`src/rtl/cpu_pkg.sv`:
```
// Shared encodings for the ID-stage hazard logic and the result-latency helper
// used to preload the per-register scoreboard counters.
package cpu_pkg;

  typedef enum logic [1:0] {
    KIND_ALU  = 2'd0,
    KIND_LOAD = 2'd1,
    KIND_MUL  = 2'd2,
    KIND_NONE = 2'd3
  } kind_e;

  typedef enum logic [1:0] {
    CAUSE_NONE    = 2'd0,
    CAUSE_RAW     = 2'd1,
    CAUSE_WAW     = 2'd2,
    CAUSE_MULBUSY = 2'd3
  } cause_e;

  // Countdown value loaded into a destination tracker when its producer issues.
  function automatic int latency(input logic [1:0] kind, input int mem_lat,
                                 input int mul_lat, input int early_extra);
    case (kind)
      KIND_LOAD: latency = mem_lat - 1 + early_extra;
      KIND_MUL:  latency = mul_lat - 1 + early_extra;
      default:   latency = 0;
    endcase
  endfunction

endpackage

```
`src/rtl/hazard_scoreboard_entry.sv`:
```
// One scoreboard slot: a loadable down-counter that saturates at zero.
module sb_entry #(
  parameter int W = 3
) (
  input  logic         clk,
  input  logic         reset,
  input  logic         load,
  input  logic [W-1:0] value,
  output logic [W-1:0] count
);

  always_ff @(posedge clk or negedge reset) begin
    if (!reset)
      count <= '0;
    else if (load)
      count <= value;
    else if (count != '0)
      count <= count - W'(1);
  end

endmodule

```
`src/rtl/hazard_scoreboard.sv`:
```
// ID-stage hazard detector: per-register countdown scoreboard for load/mul
// results, early-consumer penalties, WAW protection and multiplier busy stalls.
module hazard_scoreboard
  import cpu_pkg::*;
#(
  parameter int MEM_LAT     = 2,
  parameter int MUL_LAT     = 4,
  parameter int EARLY_EXTRA = 1
) (
  input  logic       clk,
  input  logic       reset,
  input  logic       id_valid,
  input  logic [4:0] id_rs,
  input  logic [4:0] id_rt,
  input  logic       id_use_rs,
  input  logic       id_use_rt,
  input  logic       id_early,
  input  logic [4:0] id_rd,
  input  logic [1:0] id_kind,
  output logic       stall,
  output logic [1:0] stall_cause,
  output logic       mul_busy
);

  localparam int MAX_LAT = ((MEM_LAT > MUL_LAT) ? MEM_LAT : MUL_LAT) + EARLY_EXTRA;
  localparam int CW      = (MAX_LAT > 1) ? $clog2(MAX_LAT) : 1;

  localparam logic [CW-1:0] EE_C      = CW'(EARLY_EXTRA);
  localparam logic [CW-1:0] BUSY_INIT = CW'(MUL_LAT - 1);

  logic [CW-1:0] cnt [32];
  logic [CW-1:0] new_val;
  logic [CW-1:0] rs_cnt;
  logic [CW-1:0] rt_cnt;
  logic [CW-1:0] rd_cnt;
  logic [CW-1:0] busy_cnt;
  logic          writes;
  logic          raw_rs;
  logic          raw_rt;
  logic          raw;
  logic          waw;
  logic          mul_conflict;
  logic          issue;

  // Register 0 is hardwired; it never carries a pending result.
  assign cnt[0] = '0;

  for (genvar i = 1; i < 32; i++) begin : g_entry
    logic load;
    assign load = issue && writes && (id_rd == 5'(i));
    sb_entry #(.W(CW)) u_entry (
      .clk   (clk),
      .reset (reset),
      .load  (load),
      .value (new_val),
      .count (cnt[i])
    );
  end

  assign new_val = CW'(latency(id_kind, MEM_LAT, MUL_LAT, EARLY_EXTRA));
  assign writes  = (id_rd != 5'd0) && (id_kind != KIND_NONE);
  assign rs_cnt  = cnt[id_rs];
  assign rt_cnt  = cnt[id_rt];
  assign rd_cnt  = cnt[id_rd];

  // Late consumers tolerate EARLY_EXTRA leftover cycles; ID-stage consumers need zero.
  assign raw_rs = id_use_rs && (id_rs != 5'd0) &&
                  ((rs_cnt > EE_C) || (id_early && (rs_cnt != '0)));
  assign raw_rt = id_use_rt && (id_rt != 5'd0) &&
                  ((rt_cnt > EE_C) || (id_early && (rt_cnt != '0)));
  assign raw    = raw_rs || raw_rt;

  assign waw          = writes && (rd_cnt > new_val);
  assign mul_conflict = (id_kind == KIND_MUL) && mul_busy;

  assign stall = id_valid && (raw || waw || mul_conflict);
  assign issue = id_valid && !stall;

  always_comb begin
    stall_cause = CAUSE_NONE;
    if (stall) begin
      if (raw)
        stall_cause = CAUSE_RAW;
      else if (waw)
        stall_cause = CAUSE_WAW;
      else
        stall_cause = CAUSE_MULBUSY;
    end
  end

  // The multiplier is not pipelined: one operation occupies it for MUL_LAT cycles.
  always_ff @(posedge clk or negedge reset) begin
    if (!reset)
      busy_cnt <= '0;
    else if (issue && (id_kind == KIND_MUL))
      busy_cnt <= BUSY_INIT;
    else if (busy_cnt != '0)
      busy_cnt <= busy_cnt - CW'(1);
  end

  assign mul_busy = (busy_cnt != '0);

endmodule

```
`config.mk`:
```
export PLATFORM = sky130hd
export DESIGN_NAME = hazard_scoreboard
export DESIGN_NICKNAME = d
export VERILOG_FILES = /design/src/rtl/cpu_pkg.sv /design/src/rtl/hazard_scoreboard_entry.sv /design/src/rtl/hazard_scoreboard.sv
export SDC_FILE = /design/constraint.sdc
export NUM_CORES = 1
export LEC_CHECK = 0
export CAP_MARGIN = 10
export CORE_MARGIN = 2
export CORE_UTILIZATION = 55
export CTS_BUF_LIST = sky130_fd_sc_hd__clkbuf_2
export DETAILED_ROUTE_END_ITERATION = 10
export PLACE_DENSITY = 0.73
export SYNTH_ARGS = -nofsm -noshare
export SYNTH_HDL_FRONTEND = slang
export SYNTH_SLANG_ARGS = --single-unit
```
`constraint.sdc`:
```
create_clock -name clk -period 6.26 [get_ports clk]
set_input_delay 0.939 -clock clk [delete_from_list [all_inputs] [get_ports clk]]
set_output_delay 0.939 -clock clk [all_outputs]
set_load 0.02 [all_outputs]
```
Word level (Yosys, flattened, before mapping)
Index checks and enable logic that the tools add are counted.
{"block": "word_totals", "register_bits": 96, "latch_bits": 0, "mem_bits_rw": 0, "mem_bits_ro": 0, "output_inout_bits": 4, "mem_count": 0}
{"block": "classes", "add_sub_neg": 32, "n_mul": 0, "div": 0, "order_cmp": 6, "eq_ne": 34, "shifts": 0, "muxes": 77, "n_bitwise": 3, "reduce_logical": 119}
{"operator": "two-way mux 3 bit", "count": 70}
{"operator": "nonzero test 3 bit", "count": 34}
{"operator": "subtractor 3 x 1 -> 3 bit, second input constant", "count": 32}
{"operator": "equality test 5 bit, second input constant", "count": 16}
{"operator": "nonzero test 2 bit", "count": 32}
{"operator": "binary-select mux 3 bit (select 5 bit)", "count": 3}
{"operator": "logical AND 1 bit", "count": 44}
{"operator": "equality test 5 x 4 -> 1 bit, second input constant", "count": 8}
{"operator": "equality test 5 x 3 -> 1 bit, second input constant", "count": 4}
{"operator": ">= comparator 6 bit, second input constant", "count": 3}
{"operator": "inverter 5 -> 6 bit", "count": 3}
{"operator": "nonzero test 5 bit", "count": 3}
{"operator": "equality test 5 x 2 -> 1 bit, second input constant", "count": 2}
{"operator": "> comparator 3 x 1 -> 1 bit, second input constant", "count": 2}
{"operator": "one-hot mux 3 bit (2 select lines)", "count": 1}
{"operator": "equality test 5 x 1 -> 1 bit, second input constant", "count": 1}
{"operator": "logical OR 1 bit", "count": 5}
{"operator": "two-way mux 2 bit", "count": 2}
{"operator": "> comparator 3 bit", "count": 1}
{"operator": "equality test 2 x 1 -> 1 bit, second input constant", "count": 1}
{"operator": "equality test 2 bit, second input constant", "count": 1}
{"operator": "!= test 2 bit, second input constant", "count": 1}
{"operator": "logical NOT 1 bit", "count": 1}
{"operator": "two-way mux 1 bit", "count": 1}

Logic depth before layout (Yosys ltp)
{"block": "logic_depth", "ltp_word": 17, "mapped_depth": 18}

Cells and area by module
A second synthesis with hierarchy kept.
{"block": "hier_totals", "cells_unflattened": 971, "hier_area_um2": 8898.5}
{"mod": "sb_entry", "instances": 31, "cells_each": 20, "area_per_inst_um2": 196.4}
{"mod": "hazard_scoreboard", "instances": 1, "cells_each": 351, "area_per_inst_um2": 2808.9}

Worst setup path before layout
No wires, ideal clock.
{"block": "synth_path", "kind": "input to output", "from": "input id_rd[0]", "to": "output stall", "arrival_time_ns": 4.427, "required_time_ns": 5.321, "path_slack_ns": 0.894, "path_stages": 13, "path_buffers": 3, "path_cell_list": "buf_2 -> buf_1 -> mux4_2 -> mux4_2 -> mux2_2 -> ha_1 -> a21oi_1 -> a21oi_1 -> o41ai_1 -> a21o_2 -> o211a_1 -> buf_2 -> a21oi_1"}
{"block": "synth_via", "elab_chain_len": 9, "word_cells_on_any_way": 11, "cone_classes": "order compare: 1; mux: 3; bitwise: 1; reduce/logical: 6"}
{"item": "from (decl)", "line": "hazard_scoreboard.sv:18", "rtl": "input logic [4:0] id_rd,"}
{"item": "inverter 5 -> 6 bit (not written as such)", "line": "hazard_scoreboard.sv:64", "rtl": "assign rd_cnt = cnt[id_rd];"}
{"item": "binary-select mux 3 bit (select 5 bit)", "line": "hazard_scoreboard.sv:64"}
{"item": "two-way mux 3 bit (not written as such) (2 in a row)", "line": "hazard_scoreboard.sv:64"}
{"item": "> comparator 3 bit", "line": "hazard_scoreboard.sv:73", "rtl": "assign waw = writes && (rd_cnt > new_val);"}
{"item": "logical AND 1 bit *", "line": "hazard_scoreboard.sv:73"}
{"item": "logical OR 1 bit * (2 in a row)", "line": "hazard_scoreboard.sv:76", "rtl": "assign stall = id_valid && (raw || waw || mul_conflict);"}
{"item": "logical AND 1 bit *", "line": "hazard_scoreboard.sv:76"}
{"item": "to (decl)", "line": "hazard_scoreboard.sv:20", "rtl": "output logic stall,"}
Mark *: on every way between the ends. The rest lies on a longest branch, timed or not. The select of a mux whose other input is x is not followed.

Worst setup path in the final report
{"block": "layout_path", "from": "input id_rd[1]", "to": "output stall"}
Same word-level chain as after synthesis.

==> results by group <==
Outcome
  • Status: finished clean

Floorplan
  • Core Area: 14530 um2
  • Die W: 125.8 um
  • Die height: 125.8 um
  • Initial Util: 56.11%
  • Die Area: 15820 um2
  • Io pins: 27
  • Cell row count: 44

Clock tree
  • Worst-skew pair later-pin latency: 660 ps
  • H-tree depth: 3
  • Post CTS Setup Buffer Count: 0
  • CTS sink cnt: 96
  • Cts bufs inserted: 9
  • Hold Buf Count CTS: 0
  • Root buf cell: clkbuf_2
  • Clock-pin slew on the worst setup and hold paths: 260 ps
  • CTS tree: yes
  • Maximum root-to-sink buffer count: 2
  • Post-CTS resize count: 0

STA
  • Final Cycle Share: 92.20%
  • Tmin final: 5772 ps
  • Slew Viols, Final: 0
  • Fmax: 173.3 MHz
  • Max-slew headroom: 20.27%
  • Clk_skew: 34.41 ps
  • Unrepaired setup endpoints after global routing: false
  • Final Hold Vio Count: 0
  • Final TNS setup: 0 ps
  • Slew @ Worst Pin: 1191 ps
  • Count of final setup violators: 0

Global routing
  • First-pass GRT wire length: 38080 um
  • Antenna violations before repair: 2
  • GR Util All Layers: 31.29%
  • Largest net degree at the start of global routing: 50
  • Vias in the first global route: 6946
  • Total grt overflow: 0

Critical path
  • CP Launch Type: input port
  • Critical path class: in -> out
  • RR Endpoint: g_entry[8].u_entry.count[1]
  • Cell Chain, Critical Path: clkdlybuf4s50_1, buf_4, mux4_2, mux4_2, mux2_2, ha_1, a21oi_1, a21oi_1, o41ai_1, a21o_2, o211a_1, a21oi_1, clkdlybuf4s50_1
  • CP required: 5320 ps
  • Most frequent CP cell: a21oi_1
  • Crit end category: output port
  • R2R setup slack: 2520 ps
  • Slowest cell on the critical path: clkdlybuf4s50_1
  • FF-to-FF Start: g_entry[10].u_entry.count[2]
  • Worst Path Arrival: 4830 ps
  • CP bufs+invs: 3
  • Critical-path maximum fanout: 20
  • CP peak stage delay: 640 ps
  • Top delay family on crit path: buffers and inverters
  • Worst Reg-to-Reg Cells: 11

Finish
  • Final instance area: 8705 um2
  • Finished Layout Cells: 1033
  • Syn-to-layout area delta: 6.735%
  • Final #Nets: 932
  • Layout cells sized above 1: 12.38%
  • Number of fill cells: 1242

Yosys
  • Synthesis Warnings: 0
  • Syn Nets: 917
  • Post-Syn Area: 8155 um2
  • Post-synthesis register bit count: 96
  • Post-Syn Area per Cell: 9.849 um2
  • Post-synth EDFFs: 0
  • Post-synth ARST share: 100.0%
  • Cells after synthesis: 828
  • Yosys cell types: 63
  • Seq/Total Area, Yosys: 29.46%
  • Most used DFF post-synth: dfrtp_1

Placement
  • Placed Instance Area: 8573 um2
  • Dpl cells: 1016
  • Placer Congestion: 1.000
  • Buffers on Ports: 26
  • DP HPWL: 17980 um

Route
  • # DRC: 0
  • Count of antenna-violating nets left after detailed routing: 0
  • Detailed Routing Iterations Pass 1: 7
  • Routed vias: 6653
  • DR iter-0 viols: 495
  • Avg WL per Cell: 22.93 um
  • Final wirelength: 23680 um
  • Via-per-instance ratio: 6.440

Flow run
  • Max Cap Violations: 0

Power
  • Maximum VDD drop: 0.0002486 V
  • Lkg Pwr: 3.978 nW
  • PwrDens: 471.5 nW/um2

Hold path
  • Hold crit path type: in -> async
==> power breakdown <==
group          internal, mW  switching, mW  total [mW]  leakage (nW)
Combinational          1.10           1.15        2.24          2.77
Clock                 0.135          0.217       0.352        0.0836
Sequential            0.960          0.549        1.51          1.13
==> cells by family after synthesis <==
group,share of synthesized area (%)
and+or+nand+nor,17.03
muxes,24.95
adders and majority gates,10.13
AOI/OAI and AO/OA,9.206
DFF,29.46
buffers and inverters,5.907
xor gates and xnor gates,3.329
==> cells in the mapped netlist, types with 10 or more instances <==
cell type / n / area, um2
dfrtp_1: 96 / 2402
mux2i_1: 96 / 960.9
nor2_1: 86 / 322.8
inv_1: 74 / 277.8
ha_1: 66 / 825.8
nand2_1: 45 / 168.9
mux4_2: 44 / 991.0
o21ai_0: 39 / 195.2
nand2b_1: 37 / 231.5
xnor2_1: 31 / 271.5
a21oi_1: 26 / 130.1
nor3_1: 25 / 125.1
clkbuf_1: 17 / 63.81
nand3_1: 16 / 80.08
buf_2: 13 / 65.06
a211oi_1: 10 / 75.07
a31oi_1: 10 / 62.56
==> layout by cell type (no fill, tap or decap), types with 3 or more instances in the layout <==
| master | count |
|---|---|
| mux2i_1 | 96 |
| dfrtp_1 | 96 |
| nor2_1 | 86 |
| inv_1 | 74 |
| ha_1 | 66 |
| nand2_1 | 45 |
| mux4_2 | 44 |
| o21ai_0 | 39 |
| nand2b_1 | 37 |
| xnor2_1 | 31 |
| a21oi_1 | 26 |
| nor3_1 | 25 |
| clkdlybuf4s50_1 | 24 |
| buf_4 | 18 |
| nand3_1 | 16 |
| clkbuf_2 | 12 |
| a211oi_1 | 10 |
| a31oi_1 | 10 |
| and3_1 | 9 |
| nor3b_4 | 6 |
| mux2_2 | 5 |
| or3_4 | 5 |
| nor2b_1 | 4 |
| nor4b_1 | 3 |
| nor3b_1 | 3 |
| a2111oi_0 | 3 |
| and2_1 | 3 |
| nor3_4 | 3 |
==> registers in the layout (all words and copies together), names as in the netlist <==
register / count
g_entry.u_entry.count: 93
busy_cnt: 3
==> layout make-up <==
class / count / area [um2] / share of cell area, %
multi-input combinational: 616 / 5271 / 60.56
timing repair buffer: 43 / 380.4 / 4.370
tap: 184 / 230.2 / 2.645
antenna: 1 / 2.502 / 0.02875
clock buffer: 12 / 60.06 / 0.6900
sequential: 96 / 2402 / 27.60
clock inverter: 4 / 68.82 / 0.7906
inverter: 77 / 289.0 / 3.320
==> worst reg2reg max path: cells and delay by family, from the launching register on <==
| family | cells | cell delay, ps |
|---|---|---|
| compound gates | 5 | 780 |
| fa+ha+maj | 1 | 320 |
| flops | 1 | 520 |
| mux | 4 | 1540 |
| simple gates | 1 | 500 |
==> how the worst max path moves through the flow <==
stage	end	startpoint	slack, ps	depth (start not counted)
3_5_place_dp	stall	id_rd[1]	530	13
5_1_grt	stall	id_rd[1]	340	13
6_report	stall	id_rd[1]	490	13
2_1_floorplan	stall	id_rd[0]	890	13
3_3_place_gp	stall	id_rd[1]	660	13
4_1_cts	stall	id_rd[1]	540	13
==> per-layer routing <==
metal / global-route usage, % / share of wire, % / vias to the layer above
met5: 0 / 0 / -
met4: 15.64 / 4.8 / 0
met3: 5.013 / 6.6 / 77
met2: 53.74 / 49 / 303
met1: 38.41 / 39 / 3307
li1: - / - / 2966
==> stage by stage <==
step                hold WS, ps  power, mW  setup slack (ps)  util, %
CTS                       265.6      4.091             537.1    59.87
detailed placement        468.5      3.728             530.7    58.99
floorplan                 444.6      3.044             893.9        -
finish                    273.1      4.105             488.5    59.89
global route              272.7      4.461             337.8    59.89
global placement          460.2      3.522             663.7    58.99
Note: power is estimated with default switching activity, not from simulation.
